<file path="config.mk">
export PLATFORM = sky130hd
export DESIGN_NAME = dmem_arbiter
export DESIGN_NICKNAME = d
export VERILOG_FILES = /design/src/rtl/dmem_arbiter.sv
export SDC_FILE = /design/constraint.sdc
export NUM_CORES = 1
export LEC_CHECK = 0
export CELL_PAD_IN_SITES_DETAIL_PLACEMENT = 0
export CELL_PAD_IN_SITES_GLOBAL_PLACEMENT = 1
export CORE_UTILIZATION = 32
export DETAILED_ROUTE_END_ITERATION = 8
export PLACE_DENSITY_LB_ADDON = 0.1
export SETUP_SLACK_MARGIN = 0.05
export SYNTH_ARGS = -nofsm -noshare
export SYNTH_HDL_FRONTEND = slang
export SYNTH_SLANG_ARGS = --single-unit
</file>
<file path="constraint.sdc">
create_clock -name clk -period 2.3 [get_ports clk]
set_input_delay 0.575 -clock clk [delete_from_list [all_inputs] [get_ports clk]]
set_output_delay 0.575 -clock clk [all_outputs]
set_load 0.1 [all_outputs]
</file>
<file path="src/rtl/dmem_arbiter.sv">
// Two-port arbiter/sequencer in front of a single-port data memory (sync write, async read).
// Build option DMEM_ARB_FIXED_PRIO_EN: port 0 always wins a tie instead of round-robin.
module dmem_arbiter #(
    parameter int DW         = 32,
    parameter int AW         = 32,
    parameter int DEPTH_LOG2 = 6
) (
    input  logic          clk,
    input  logic          rst_n,
    input  logic          req0,
    input  logic          we0,
    input  logic [AW-1:0] addr0,
    input  logic [DW-1:0] wdata0,
    output logic          gnt0,
    output logic          rvalid0,
    output logic [DW-1:0] rdata0,
    output logic          err0,
    input  logic          req1,
    input  logic          we1,
    input  logic [AW-1:0] addr1,
    input  logic [DW-1:0] wdata1,
    output logic          gnt1,
    output logic          rvalid1,
    output logic [DW-1:0] rdata1,
    output logic          err1,
    output logic [AW-1:0] mem_A,
    output logic [DW-1:0] mem_WD,
    output logic          mem_WE,
    input  logic [DW-1:0] mem_RD
);
    // state  | meaning
    // IDLE   | no access in flight; arbitrate and latch a command
    // ACCESS | drive the latched command onto the memory for one cycle
    typedef enum logic {IDLE, ACCESS} state_t;

    state_t        state_q, state_d;
    logic          id_q, id_d;
    logic          we_q, we_d;
    logic [AW-1:0] addr_q, addr_d;
    logic [DW-1:0] wdata_q, wdata_d;
    logic          rvalid0_q, rvalid0_d, rvalid1_q, rvalid1_d;
    logic          err0_q, err0_d, err1_q, err1_d;
    logic [DW-1:0] rdata0_q, rdata0_d, rdata1_q, rdata1_d;
    logic          winner;
    logic          in_range;
    logic          access;

    assign in_range = (addr_q >> DEPTH_LOG2) == '0;
    assign access   = (state_q == ACCESS);

`ifdef DMEM_ARB_FIXED_PRIO_EN
    assign winner = req0 ? 1'b0 : 1'b1;
`else
    logic last_q, last_d;
    assign winner = req0 ? (req1 ? ~last_q : 1'b0) : 1'b1;
`endif

    always_comb begin
        state_d   = state_q;
        id_d      = id_q;
        we_d      = we_q;
        addr_d    = addr_q;
        wdata_d   = wdata_q;
`ifndef DMEM_ARB_FIXED_PRIO_EN
        last_d    = last_q;
`endif
        rvalid0_d = 1'b0;
        rvalid1_d = 1'b0;
        err0_d    = 1'b0;
        err1_d    = 1'b0;
        rdata0_d  = rdata0_q;
        rdata1_d  = rdata1_q;
        case (state_q)
            IDLE: begin
                if (req0 || req1) begin
                    state_d = ACCESS;
                    id_d    = winner;
                    we_d    = winner ? we1 : we0;
                    addr_d  = winner ? addr1 : addr0;
                    wdata_d = winner ? wdata1 : wdata0;
`ifndef DMEM_ARB_FIXED_PRIO_EN
                    last_d  = winner;
`endif
                end
            end
            ACCESS: begin
                state_d = IDLE;
                // out-of-range reads still complete, returning zero alongside err
                if (!we_q) begin
                    if (id_q) begin
                        rvalid1_d = 1'b1;
                        rdata1_d  = in_range ? mem_RD : '0;
                    end else begin
                        rvalid0_d = 1'b1;
                        rdata0_d  = in_range ? mem_RD : '0;
                    end
                end
                if (!in_range) begin
                    err0_d = ~id_q;
                    err1_d = id_q;
                end
            end
            default: state_d = IDLE;
        endcase
    end

    always_ff @(posedge clk or negedge rst_n) begin
        if (!rst_n) begin
            state_q   <= IDLE;
            id_q      <= 1'b0;
            we_q      <= 1'b0;
            addr_q    <= '0;
            wdata_q   <= '0;
`ifndef DMEM_ARB_FIXED_PRIO_EN
            last_q    <= 1'b1;
`endif
            rvalid0_q <= 1'b0;
            rvalid1_q <= 1'b0;
            err0_q    <= 1'b0;
            err1_q    <= 1'b0;
            rdata0_q  <= '0;
            rdata1_q  <= '0;
        end else begin
            state_q   <= state_d;
            id_q      <= id_d;
            we_q      <= we_d;
            addr_q    <= addr_d;
            wdata_q   <= wdata_d;
`ifndef DMEM_ARB_FIXED_PRIO_EN
            last_q    <= last_d;
`endif
            rvalid0_q <= rvalid0_d;
            rvalid1_q <= rvalid1_d;
            err0_q    <= err0_d;
            err1_q    <= err1_d;
            rdata0_q  <= rdata0_d;
            rdata1_q  <= rdata1_d;
        end
    end

    assign mem_A   = access ? addr_q : '0;
    assign mem_WD  = access ? wdata_q : '0;
    assign mem_WE  = access & we_q & in_range;
    assign gnt0    = access & ~id_q;
    assign gnt1    = access & id_q;
    assign rvalid0 = rvalid0_q;
    assign rvalid1 = rvalid1_q;
    assign err0    = err0_q;
    assign err1    = err1_q;
    assign rdata0  = rdata0_q;
    assign rdata1  = rdata1_q;
endmodule

</file>
Word-level counts from Yosys, hierarchy flattened --
Index checks and enable logic that the tools add are counted.
Word-level totals: register bits after elaboration 136, output and inout bits 135, word-level logic and storage cells 45
Cells by class: mux-type cells 20, bitwise logic cells 8, reduce and logical (&&, ||, !) cells 5
Operator list (count):
- $mux W32 | 5
- $logic_not A32 Y1 | 1
- $mux W1 | 14
- $reduce_and A3 Y1 | 2
- $and A1 B1 Y1 | 4
- $not A1 Y1 | 4
- $pmux W1 S2 | 1
- $reduce_and A2 Y1 | 1
- $logic_or A1 B1 Y1 | 1

Logic depth before layout (Yosys ltp) --
Gate-level depths: netlist of run 1.
depth after elaboration 4, gate-level depth with buffers 6

Worst setup path before layout of run 1 --
No wires, ideal clock.
path kind flip-flop to output port, start point register addr_q[16], end point output mem_WE, arrival time 4.104 ns, setup slack -2.379 ns, stages on the path, launching flop included 5, path through dfrtp_1 or4_4 buf_6 buf_6 nor4_1
On the way: word-level cells in the longest chain between the ends 2
Ends and longest elaborated chain:
- start, declared | RTL line 39 | logic [AW-1:0] addr_q, addr_d;
- start signal, assigned | RTL line 127 | addr_q <= addr_d;
- $logic_not A32 Y1 | RTL line 48 | assign in_range = (addr_q >> DEPTH_LOG2) == '0;
- $and A1 B1 Y1 | RTL line 143 | assign mem_WE = access & we_q & in_range;
- end, declared | RTL line 28 | output logic mem_WE,
Every way passes these cells.

Final worst setup path of run 1 --
start point register addr_q[13], end point output mem_WE
The elaborated chain is that of the path after synthesis.

==> reports/metrics.cfg, run 1 <==
[power_and_ir_drop]
sw_frac_of_total = 0.4043
comb_power_share = 0.416
seqPwrFrac = 0.299
powerDensity_nw_per_um2 = 812.0
power.share.clock = 0.285
vdd_drop_max_uv = 460.4
p_leak_nw = 4.623
p_sw_mw = 3.843
power_mw = 9.506
p_int_mw = 5.663

[floorplan]
die_width_um = 152.6
ios = 301
core_area_um2 = 22030
die-area_um2 = 23280
die_y_um = 152.6
initial_core_util = 0.3295
rows = 54

[layout]
drive_gt1_frac = 0.2392
nets = 1169
layout_commonest_cell = clkdlybuf4s50_1
utilization = 0.5315
mostFrequentLayoutCells = 163 x clkdlybuf4s50_1, 133 x dfrtp_1, 92 x buf_4
synthToLayoutAreaGrowth_pct = 61.33
design_area_um2 = 11710

[timing]
holdWs_ps = 97.31
rsz0062_at_grt = true
layout_min_cycle_time_ps = 2487
finalSetupViolCount = 1
setup_tns_ps = -186.8
fmax_mhz = 402.1
max-slew-margin-rel = 0.4607
worst_clock_skew_ps = 10.93
tightest_slew_ps = 809.0
drv_slew = 0
finalHoldViolCount = 0
setup_ws_ps = -186.8
finalCritPeriodShare = 1.081

[clocking]
clockBufferDepth = 2
hold_buffers = 0
cts_num_sinks = 136
ctsHtreeMaxLevel = 4
numCtsBuffers = 17
clk-insertion-delay-late_ps = 420
clk_pin_slew_ps = 70
cts-root-buf = clkbuf_16
cts_tree = built

[logic_synthesis]
synthesis.nets = 911
synth.distinct_cells = 30
synth_area_um2 = 7257
avgSynthCellArea_um2 = 9.741
ys_ff_latch = 136
ys_warn_count = 0
syn_inst = 745
ys_seq_area_frac = 0.4691

[critical_path]
startpoint = addr_q[13]
path_cells = or4_4 -> nor4_4 -> buf_12
worst_path_max_delay_cell = or4_4
crit_path_start_kind = flop
critPathMaxFanout = 2
path_delay_family = simple AND/OR/NAND/NOR gates
arrival_ps = 1910
r2r_start = addr_q[13]
path_buf_inv = 1
crit_required_ps = 1730
crit_type = flop to output pin
max_stage_delay_ps = 560
end_kind = output pin

[global_routing]
grt-ovfl-total = 0
grt_start_max_net_pins = 82
grt_pass1_wl_mm = 38.57
grt_usage = 0.2109
antenna_found_initial = 2
grt_pass1_vias = 6735

[placement]
placed_area_um2 = 11060
io_buffers = 300
place_congestion = 0.7723
place_hpwl_mm = 16.86

[route]
ant_nets = 0
vias = 6721
wl_per_cell_um = 18.61
routed_wirelength_mm = 24.14
remaining_drc_errors = 17
drt_iter0_drc = 331
routed_via_density = 5.182
dr.pass1.iters = 6

[hold_path]
hp-class = input pin to asynchronous set/reset pin

[outcome]
violations = DRC, setup timing
outcome = complete, but fails checks

[flow_run]
drv_cap = 0

-- synth_stat cells --
| library cell | count | area share |
|---|---|---|
| a21oi_1 | 2 | 0.0014 |
| a31oi_1 | 66 | 0.057 |
| a32o_1 | 31 | 0.043 |
| and2_1 | 66 | 0.057 |
| and4_1 | 1 | 0.0012 |
| buf_1 | 13 | 0.0067 |
| buf_2 | 1 | 0.00069 |
| buf_6 | 4 | 0.0062 |
| clkbuf_1 | 75 | 0.039 |
| dfrtp_1 | 135 | 0.47 |
| dfstp_2 | 1 | 0.0036 |
| inv_1 | 3 | 0.0016 |
| inv_2 | 1 | 0.00052 |
| nand2_1 | 35 | 0.018 |
| nand2b_1 | 1 | 0.00086 |
| nand3b_1 | 66 | 0.068 |
| nand4_1 | 1 | 0.00086 |
| nand4b_1 | 33 | 0.040 |
| nor2_1 | 69 | 0.036 |
| nor2b_1 | 1 | 0.00086 |
| nor4_1 | 6 | 0.0052 |
| nor4_2 | 1 | 0.0017 |
| nor4b_1 | 3 | 0.0036 |
| nor4b_2 | 28 | 0.058 |
| o21ai_0 | 65 | 0.045 |
| o21ba_2 | 1 | 0.0014 |
| o31a_1 | 1 | 0.0012 |
| o31ai_1 | 33 | 0.034 |
| or3b_2 | 1 | 0.0012 |
| or4_4 | 1 | 0.0016 |
-- metrics by stage --
stage / worst slack [ps] / std cells
final: -186.8 / 1297
after global routing: -260.4 / 1297
after CTS: -216.6 / 1296
after detailed placement: 9.097 / 1258
after global placement: 49.73 / 1258
after floorplan: -448.4 / 745
-- path summary, 6_finish.rpt --
path / end / slack (ps) / cells after the start
setup / recovery: mem_WE / -190 / 3
hold / removal: rdata1[27] / 100 / 1
setup reg to reg: rdata0[2] / 380 / 4
hold reg to reg: rdata1[29] / 480 / 2
max in group asynchronous: wdata_q[21] / 1560 / 2
min in group clk: rdata1[29] / 480 / 2
-- power by group through the flow --
stage | Sequential (mW) | Clock (mW) | Combinational [mW]
3_5_place_dp | 2.90 | 0 | 3.95
4_1_cts | 2.84 | 2.78 | 4.00
6_report | 2.84 | 2.71 | 3.96
3_3_place_gp | 2.88 | 0 | 3.95
2_1_floorplan | 2.96 | 0 | 2.30
5_1_grt | 2.88 | 2.88 | 4.15
-- final cells by class --
class,count,area [µm²]
repair buffers,332,3840
flip-flops and latches,136,3407
inverters,4,15.01
diodes,1,2.502
clock inverters,14,137.6
well taps,280,350.3
clock buffers,18,439.2
multi-input cells,512,3516
fillers,2057,10320
-- timing repair --
item | 4_1_cts | 5_1_grt
gates cloned | 0 | 0
buffers inserted | 6 | 0
pin swaps | 3 | 0
resized for setup | 2 | 1
endpoints found under the setup margin | 49 | 1
-- sequential cells by signal (all words and copies together), names as in the netlist --
name,flops
rdata1,32
err0,1
we_q,1
wdata_q,32
err1,1
rvalid0,1
access,1
addr_q,32
last_q,1
rdata0,32
id_q,1
rvalid1,1
-- metal layers --
layer  up-vias  routed length [µm]  share of wire  track usage
li1       3264                   -              -            -
met4         2                 299          0.012      0.05676
met5         -                  10        0.00041            0
met3        25                2013          0.083      0.07765
met2       215               11710           0.49       0.3421
met1      3215               10110           0.42       0.2632
-- kinds of logic after synthesis --
group | synth area share
AOI/OAI and AO/OA | 0.1826
buffers and inverters | 0.05448
DFF | 0.4691
and+or+nand+nor | 0.2938
Power figures use the tool's default switching activity.
==> run 2, diff against run 1 <==
--- a/config.mk
+++ b/config.mk
@@ -7,9 +7,10 @@
 export LEC_CHECK = 0
 export CELL_PAD_IN_SITES_DETAIL_PLACEMENT = 0
 export CELL_PAD_IN_SITES_GLOBAL_PLACEMENT = 1
+export CORE_ASPECT_RATIO = 1.1
 export CORE_UTILIZATION = 32
 export DETAILED_ROUTE_END_ITERATION = 8
-export PLACE_DENSITY_LB_ADDON = 0.1
+export PLACE_DENSITY = 0.9
 export SETUP_SLACK_MARGIN = 0.05
 export SYNTH_ARGS = -nofsm -noshare
 export SYNTH_HDL_FRONTEND = slang
==> constraint.sdc (replaced) <==
create_clock -name clk -period 2.4 [get_ports clk]
set_input_delay 0.6 -clock clk [delete_from_list [all_inputs] [get_ports clk]]
set_output_delay 0.6 -clock clk [all_outputs]
set_load 0.1 [all_outputs]
==> run 2 against run 1 <==
  * The run ends with setup timing left
  * Cell area rose by 0.77%
  * Sequential power decreased by 3%
  * Setup slack improved by 46 ps
  * Clock power increased by 4%
  * Routed wire length down 1.6%
  * Die area about the same
  * Combinational power fell by 5%
  * Register-to-register slack better by 120 ps
  * Final cell count increased by 1.3%
  * Via count up 1.6%
  * Utilization about the same
  * Total power decreased by 1.5%
  * Critical endpoint unchanged
  * Largest cell class unchanged
  * Highest routed layer is now met4
==> reports/metrics.cfg, run 2 (synthesis results as in run 1) <==
[placement]
place_hpwl_mm = 17.09  ; +1.4%
place_congestion = 0.7810  ; +1.1%
io_buffers = 300  ; unchanged

[global_routing]
grt_pass1_vias = 6913  ; +2.6%
antenna_found_initial = 2  ; unchanged
grtUsageMet1 = 0.2492  ; -0.01405
met2_usage = 0.3551  ; +0.01304
grt_usage = 0.2096  ; -0.001276
top_usage_layer = met2
grt_start_max_net_pins = 73  ; -11%
grt_pass1_wl_mm = 38.57  ; unchanged
met3_usage = 0.05771  ; -0.01993
grt-ovfl-total = 0  ; unchanged

[power_and_ir_drop]
powerDensity_nw_per_um2 = 793.6  ; -2.3%
seqPwrFrac = 0.294  ; -0.005
vdd_drop_max_uv = 486.3  ; +5.6%
p_int_mw = 5.704  ; +0.72%
p_sw_mw = 3.659  ; -4.8%
comb_power_share = 0.404  ; -0.012
power_mw = 9.363  ; -1.5%
sw_frac_of_total = 0.3908  ; -0.01350
power.share.clock = 0.302  ; +0.017
p_leak_nw = 4.646  ; +0.49%

[route]
routed_via_density = 5.197  ; +0.29%
vias = 6829  ; +1.6%
ant_nets = 0  ; unchanged
wl_per_cell_um = 18.07  ; -2.9%
routed_wirelength_mm = 23.74  ; -1.6%
drt_iter0_drc = 263  ; -21%
dr.pass1.iters = 4  ; -2
remaining_drc_errors = 0  ; -17

[outcome]
violations = setup timing
outcome = complete, but fails checks

[critical_path]
arrival_ps = 1940  ; +30 ps
r2r_start = addr_q[15]
max_stage_delay_ps = 560  ; about the same
startpoint = addr_q[15]
end_kind = output pin
critPathMaxFanout = 2  ; unchanged
path_cells = or4_4 -> nor4_4 -> buf_12
r2r_cells = 4  ; unchanged
worst_path_max_delay_cell = or4_4
crit_path_start_kind = flop
crit_type = flop to output pin
regToRegSetupSlack_ps = 500  ; +120 ps
timing.rr.end = rdata0[0]
crit_required_ps = 1800  ; +70 ps

[floorplan]
rows = 57  ; +5.6%
die_y_um = 159.9  ; +4.8%
die_width_um = 145.6  ; -4.6%
die-area_um2 = 23280  ; about the same
initial_core_util = 0.3272  ; -0.002286
core_area_um2 = 22180  ; +0.70%
ios = 301  ; unchanged

[clocking]
cts_tree = built
clockBufferDepth = 2  ; unchanged
clk-insertion-delay-late_ps = 420  ; about the same
cts-root-buf = clkbuf_16
clk_pin_slew_ps = 60  ; about the same
numCtsBuffers = 17  ; unchanged
ctsHtreeMaxLevel = 4  ; unchanged
hold_buffers = 0  ; unchanged
cts_num_sinks = 136  ; unchanged

[timing]
holdWs_ps = 131.7  ; +34.42 ps
rsz0062_at_grt = true
fmax_mhz = 393.6
layout_min_cycle_time_ps = 2540
drv_slew = 0  ; unchanged
tightest_slew_ps = 797.3  ; -11.77 ps
finalCritPeriodShare = 1.059
finalHoldViolCount = 0  ; unchanged
setup_tns_ps = -140.4  ; +46.38 ps
finalSetupViolCount = 1  ; unchanged
worst_clock_skew_ps = 13.73  ; +2.801 ps
setup_ws_ps = -140.4  ; +46.38 ps
max-slew-margin-rel = 0.4685  ; +0.007846

[layout]
drive_gt1_frac = 0.2439  ; +0.004681
regArea_um2 = 3412  ; +0.15%
mostFrequentLayoutCells = 163 x clkdlybuf4s50_1, 131 x dfrtp_1, 93 x buf_4
synthToLayoutAreaGrowth_pct = 62.57
multi_input_area_um2 = 3525  ; +0.25%
fillers = 1999  ; -2.8%
nets = 1170  ; +0.086%
layout_commonest_cell = clkdlybuf4s50_1

[hold_path]
hp-class = input pin to asynchronous set/reset pin

[flow_run]
drv_cap = 0  ; unchanged

## run 2: stage by stage
stage / area [µm²] / utilization / instances / worst slack [ps]
2_1_floorplan: 7277 / - / 745 / -373.4
3_3_place_gp: 11110 / 0.5007 / 1276 / 141.7
3_5_place_dp: 11110 / 0.5007 / 1276 / 81.61
4_1_cts: 11770 / 0.5308 / 1311 / -192.7
5_1_grt: 11800 / 0.5319 / 1314 / -214.0
6_report: 11800 / 0.5319 / 1314 / -140.4
## run 2: power by group through the flow
stage / Combinational, mW / Sequential [mW] / Clock [mW]
2_1_floorplan: 2.20 / 2.84 / 0
3_3_place_gp: 3.76 / 2.77 / 0
3_5_place_dp: 3.78 / 2.79 / 0
4_1_cts: 3.81 / 2.75 / 2.89
5_1_grt: 3.95 / 2.79 / 2.99
6_report: 3.78 / 2.75 / 2.83
## run 2: worst max path at each step
stage	endpoint	slack, ps
6_report	mem_WE	-140
3_3_place_gp	mem_WE	140
5_1_grt	mem_WE	-210
2_1_floorplan	mem_WE	-370
4_1_cts	mem_WE	-190
3_5_place_dp	mem_WE	80
## run 2: critical path, delay by kind of cell, from the launching register on
| kind | cells | cell delay (ps) |
|---|---|---|
| buf+inv | 1 | 220 |
| flops | 1 | 410 |
| simple gates | 2 | 900 |
## run 2: area by class of cell
type,count,area share
timing repair buffer,333,0.3261
multi-input combinational,512,0.2988
sequential,136,0.2892
clock buffer,18,0.03638
tap,295,0.03129
clock inverter,14,0.01654
inverter,4,0.001273
antenna,2,0.0004242
## run 2: per-layer routing
metal	wire length (µm)	vias to the layer above	share of wire
met5	0	-	0
met4	615	0	0.026
met3	1642	38	0.069
met2	11960	264	0.50
met1	9525	3262	0.40
li1	-	3265	-
## run 2: what timing repair did
item / CTS / global route
buffers inserted: 3 / 1
gates resized for setup: 4 / 4
pin swaps: 3 / 2
hold endpoints to repair: 0 / 0
setup endpoints to repair: 1 / 2
==> variant 1 (flow settings as in run 2) <==
Put one more register stage on the output `err1`, without a reset. The value now appears one clock later. The other outputs are not delayed to match.
--- a/src/rtl/dmem_arbiter.sv
+++ b/src/rtl/dmem_arbiter.sv
@@ -146,7 +146,9 @@
     assign rvalid0 = rvalid0_q;
     assign rvalid1 = rvalid1_q;
     assign err0    = err0_q;
-    assign err1    = err1_q;
+    always_ff @(posedge clk) begin
+        err1 <= err1_q;
+    end
     assign rdata0  = rdata0_q;
     assign rdata1  = rdata1_q;
 endmodule
Behaviour: not the same (Yosys sat finds a counterexample within 4 cycles, from zero or initial values and one cycle with rst_n low).
==> variant 1 against run 2 <==
Critical path depth unchanged; sequential cell count increased by 1; design area about the same; via count decreased by 1.1%; non-clock buffer count decreased by 5; power about the same; die area increased by 0.27%; the run still ends with negative setup slack left; routed wire length decreased by 3.7%; hold slack got worse by 60 ps; worst setup slack improved by 28 ps; core utilization about the same; global-route usage decreased by 0.72 points; highest routed layer unchanged; critical endpoint unchanged; synthesized area increased by 0.28%.
==> variant 1: results (changes against run 2) <==
** Synth
- Share of synthesized flip-flops with an asynchronous set or reset :: 99.27% (-0.73 points)
- The number of unique standard cell types used by synthesis is 31 (+3.3%).
- Warning count from the yosys run :: 0 (unchanged)
- Cell types with the largest area share after synthesis :: sky130_fd_sc_hd__dfrtp_1, sky130_fd_sc_hd__nand3b_1, sky130_fd_sc_hd__nor4b_2
- Share of the yosys chip area belonging to registers :: 47.06% (+0.15 points)
- Avg Synthesized Cell Area :: 9.755 um2 (+0.14%)
- Post-Synthesis Net Count :: 912 (+0.11%)
- Most used standard cells in the synthesized netlist :: sky130_fd_sc_hd__dfrtp_1, sky130_fd_sc_hd__clkbuf_1, sky130_fd_sc_hd__nor2_1

** Placed design
- The cell area after placement came to 11100 um2 (about the same).
- The setup slack after placement came to 114.3 ps (+32.71 ps).
- Routability congestion estimate :: 0.8040 (+2.9%)
- Post-detail-place hpwl :: 16.61 mm (-2.8%)

** Run status
- Run status :: finished with violations
- The final reports fail on negative setup slack.

** Drt
- Met3 wire length :: 1.590 mm (-3.2%)
- The initial DRC count came to 321 (+22%).
- The detailed-route wire length per cell came to 17.47 um (-3.3%).
- The routed wire length on met2 came to 11.53 mm (-3.6%).
- The number of detailed-route iterations in the first pass came to 6 (+2).
- The highest layer touched by signal routing is met4.
- Post-Route M1 WL :: 9.271 mm (-2.7%)
- Via count :: 6755 (-1.1%)

** Clock tree
- In this run the clock root is driven by a sky130_fd_sc_hd__clkbuf_16.
- Resized cells post-CTS :: 3 (-1)
- Number of buffers between clock root and the deepest sink :: 2 (unchanged)

** Global routing
- Pin count of the biggest net entering global routing :: 105 (+44%)
- Global routing usage on met2 :: 34.88% (-0.63 points)
- The number of global-route vias before repair was 6791 (-1.8%).
- Wire length of the first global-routing pass :: 37.39 mm (-3.1%)
- The global-route met3 utilization came to 5.314% (-0.46 points).
- The aggregate global-route resource usage came to 20.24% (-0.72 points).
- The met1 usage in global routing was 24.15% (-0.77 points).
- The number of antenna violations at the first check in global routing was 0 (-2).

** Layout
- The filler-free cell count of the finished design was 1308 (-0.46%).
- The total inserted antenna cells was 0 (-2).
- NumNets Final :: 1166 (-0.34%)
- Layout cells sized above 1 :: 23.69% (-0.69 points)

** STA
- The slack of the critical path is -111.9 ps (+28.47 ps).
- The worst-case clock skew is 12.57 ps (-1.167 ps).
- Final setup viols :: 1 (unchanged)
- Final-layout setup total negative slack :: -111.9 ps (+28.47 ps)
- Relative slew margins :: 50.39% (+3.5 points)

** Pwr
- Leakage power summed over all cells :: 4.649 nW (about the same)
- Maximum VDD drop :: 0.4197 mV (-14%)

** Critical path
- The depth of the most critical reg-to-reg path was 4 (unchanged).
[variant 1: cell count changes in the layout (fill, tap and decap cells not counted), moves of 2 or more]
cell / run 2 / this run
sky130_fd_sc_hd__buf_4: 93 / 88
sky130_fd_sc_hd__clkinv_4: 1 / 3
sky130_fd_sc_hd__clkinvlp_4: 4 / 2
sky130_fd_sc_hd__dfrtp_1: 131 / 133
sky130_fd_sc_hd__diode_2: 2 / 0
sky130_fd_sc_hd__nor4_2: 4 / 2
sky130_fd_sc_hd__nor4_4: 2 / 4
[variant 1: report_power, final]
| part | leakage, nW | internal [W] | switching (W) | total (W) |
|---|---|---|---|---|
| sequential | 1.72 | 0.00258 | 0.000186 | 0.00276 |
| combinational | 2.63 | 0.00139 | 0.00239 | 0.00378 |
| clock | 0.305 | 0.00178 | 0.00104 | 0.00282 |
| total | 4.65 | 0.00575 | 0.00362 | 0.00937 |
[variant 1: logic make-up after synthesis]
family                 share of synthesized area (%)
flip-flops                                     47.06
buffers and inverters                          5.433
AO/OA/AOI/OAI                                  18.21
AND/OR/NAND/NOR                                29.30
[variant 1: path summary, 6_finish.rpt]
check	start	end	slack, ps
max	addr_q[13]$_DFFE_PN0P_	mem_WE	-110
min	rst_n	rdata1[30]$_DFFE_PN0P_	70
max reg2reg	addr_q[13]$_DFFE_PN0P_	rdata0[0]$_DFFE_PN0P_	510
min reg2reg	err1_q$_DFF_PN0_	err1$_DFF_P_	350
max in group asynchronous	rst_n	rdata0[13]$_DFFE_PN0P_	1720
min in group clk	err1_q$_DFF_PN0_	err1$_DFF_P_	350
[variant 1: final cells by class]
cell class,count,area (um2)
Multi-Input combinational cell,512,3540
Inverter,4,15.01
Sequential cell,137,3427
Timing Repair Buffer,328,3810
Tap cell,295,369.1
Clock buffer,19,442.9
Fill cell,1961,10380
Clock inverter,13,192.7
==> variant 2 (settings of run 2) <==
Without the edit above. `AW`: 32 -> 48.
--- a/src/rtl/dmem_arbiter.sv
+++ b/src/rtl/dmem_arbiter.sv
@@ -2,7 +2,7 @@
 // Build option DMEM_ARB_FIXED_PRIO_EN: port 0 always wins a tie instead of round-robin.
 module dmem_arbiter #(
     parameter int DW         = 32,
-    parameter int AW         = 32,
+    parameter int AW         = 48,
     parameter int DEPTH_LOG2 = 6
 ) (
     input  logic          clk,
Ports: changed (resized addr0, addr1 and mem_A); port bits go from 301 to 349. No check against the original RTL was run, so the function may have changed too.
==> variant 2 against run 2 <==
Routed wire length is 5.3% lower; synthesized area is 0.57% lower; sequential share of layout area is 1.5 points higher; global-route usage is 1.1 points lower; design area is 6.1% higher; largest cell class unchanged; the run still ends with negative setup slack left; critical path depth is 3 higher; power is 1.9% higher; highest routed layer unchanged; register-to-register slack worse by 370 ps; sequential cell count is 16 higher; combinational power hardly changed; count of clock-buffer cells in the layout is 1 higher; critical path type unchanged; worst setup slack worse by 180 ps.
==> variant 2: results (changes against run 2) <==
** Run status
- Failing checks :: negative setup slack
- The flow ran to the end, but the final reports show violations.

** Placed design
- IO buf count :: 348 (+16%)
- The HPWL after detailed placement is 16.74 mm (-2.0%).
- DP Area :: 11890 um2 (+7.1%)
- Number of placed cells counting well taps :: 1312 (+2.8%)
- The setup slack after placement was -191.5 ps (-273.1 ps).

** Global routing
- Pin count of the biggest net entering global routing :: 85 (+16%)
- Vias in the first global route :: 6421 (-7.1%)
- The aggregate global-route resource usage is 19.87% (-1.1 points).
- Global routing usage on met1 :: 24.27% (-0.64 points)
- The global-route met3 utilization came to 5.673% (-0.098 points).
- Initial antenna violation count :: 0 (-2)

** Synth
- Post-synthesis cell type count :: 22 (-27%)
- Post-Synthesis Net Count :: 892 (-2.1%)
- After synthesis, the most frequently instantiated cells are sky130_fd_sc_hd__dfrtp_1, sky130_fd_sc_hd__nand2_1, sky130_fd_sc_hd__o21ai_0.
- Avg Synthesized Cell Area :: 10.40 um2 (+6.7%)

** Layout
- Register area :: 3807 um2 (+12%)
- Count of multi-input gates :: 481 (-6.1%)
- The layout cell share with drive strength beyond 1 is 24.67% (+0.28 points).
- Antenna fix cells :: 0 (-2)
- Fraction of area in multi-input gates :: 25.63% (-4.2 points)
- The clock buffer instance count of the final layout came to 19 (+1).
- Non-clock buffer share of cell area :: 36.20% (+3.6 points)
- Fraction of area in clock buffers and inverters :: 4.679% (-0.61 points)
- The number of nets in the finished design was 1235 (+5.6%).

** Critical path
- The critical path's largest stage delay was 410 ps (-150 ps).
- The minimum setup slack among reg-to-reg paths came to 130 ps (-370 ps).
- Cells on worst reg2reg path :: 6 (+2)
- CP max-delay cell :: sky130_fd_sc_hd__dfrtp_1

** Clock tree
- CTS Sinks :: 152 (+12%)

** Pwr
- Leakage power summed over all cells :: 5.864 nW (+26%)
- Maximum VDD drop :: 0.3920 mV (-19%)

** STA
- Final-layout setup total negative slack :: -317.5 ps (-177.1 ps)
- Min setup slack post-route :: -317.5 ps (-177.1 ps)
- Final setup viols :: 1 (unchanged)

** Drt
- DR vias/cell :: 4.703 (-9.5%)
- The final wirelength was 22.48 mm (-5.3%).
- Number of violations reported at the end of detailed-routing iteration 0 :: 152 (-42%)
- The detailed-route wire length per cell came to 16.71 um (-7.5%).

** Floorplanning
- Horizontal die dimension :: 145.2 um (-0.28%)
variant 2: changes by cell type after synthesis, sizes merged, moves of 47 or more:
cell           run 2  this run
mux2i              0        81
nand2             35        82
nor2b              1        64
nand3b            66         0
nor2              69        11
a31oi             66         0
a31o               0        64
variant 2: repair_timing:
item                       CTS  global route
gates cloned                 0             0
setup endpoints to repair   67            58
gates resized for setup      4             2
pin swaps                    2             0
setup buffers                1             0
variant 2: routing by layer:
metal,part of all wire (%),up-vias
met1,41,2985
met5,0,-
met4,1.5,0
met3,6.9,21
li1,-,3069
met2,50,251
variant 2: logic make-up after synthesis:
kind of cell,Yosys count,share of synthesized area (%)
AOI/OAI and AO/OA,146,13.46
muxes,81,11.24
and+or+nand+nor,254,18.83
DFF,152,52.73
buffers and inverters,61,3.745
variant 2: where the power goes:
| part | internal, W | switching, W |
|---|---|---|
| clock | 0.00152 | 0.00117 |
| sequential | 0.00286 | 0.000211 |
| combinational | 0.00144 | 0.00233 |
| total | 0.00582 | 0.00372 |
variant 2: how the worst min path moves through the flow:
stage               cells after the start               startpoint                       to  slack [ps]
finish                                  1                    rst_n   rdata1[15]$_DFFE_PN0P_         170
global route                            1                    rst_n   rdata0[10]$_DFFE_PN0P_         190
CTS                                     1                    rst_n   rdata0[14]$_DFFE_PN0P_         170
detailed placement                      2  wdata_q[24]$_DFFE_PN0P_  wdata_q[24]$_DFFE_PN0P_         460
global placement                        2  wdata_q[12]$_DFFE_PN0P_  wdata_q[12]$_DFFE_PN0P_         450
floorplan                               0                    rst_n         access$_DFF_PN0_         300
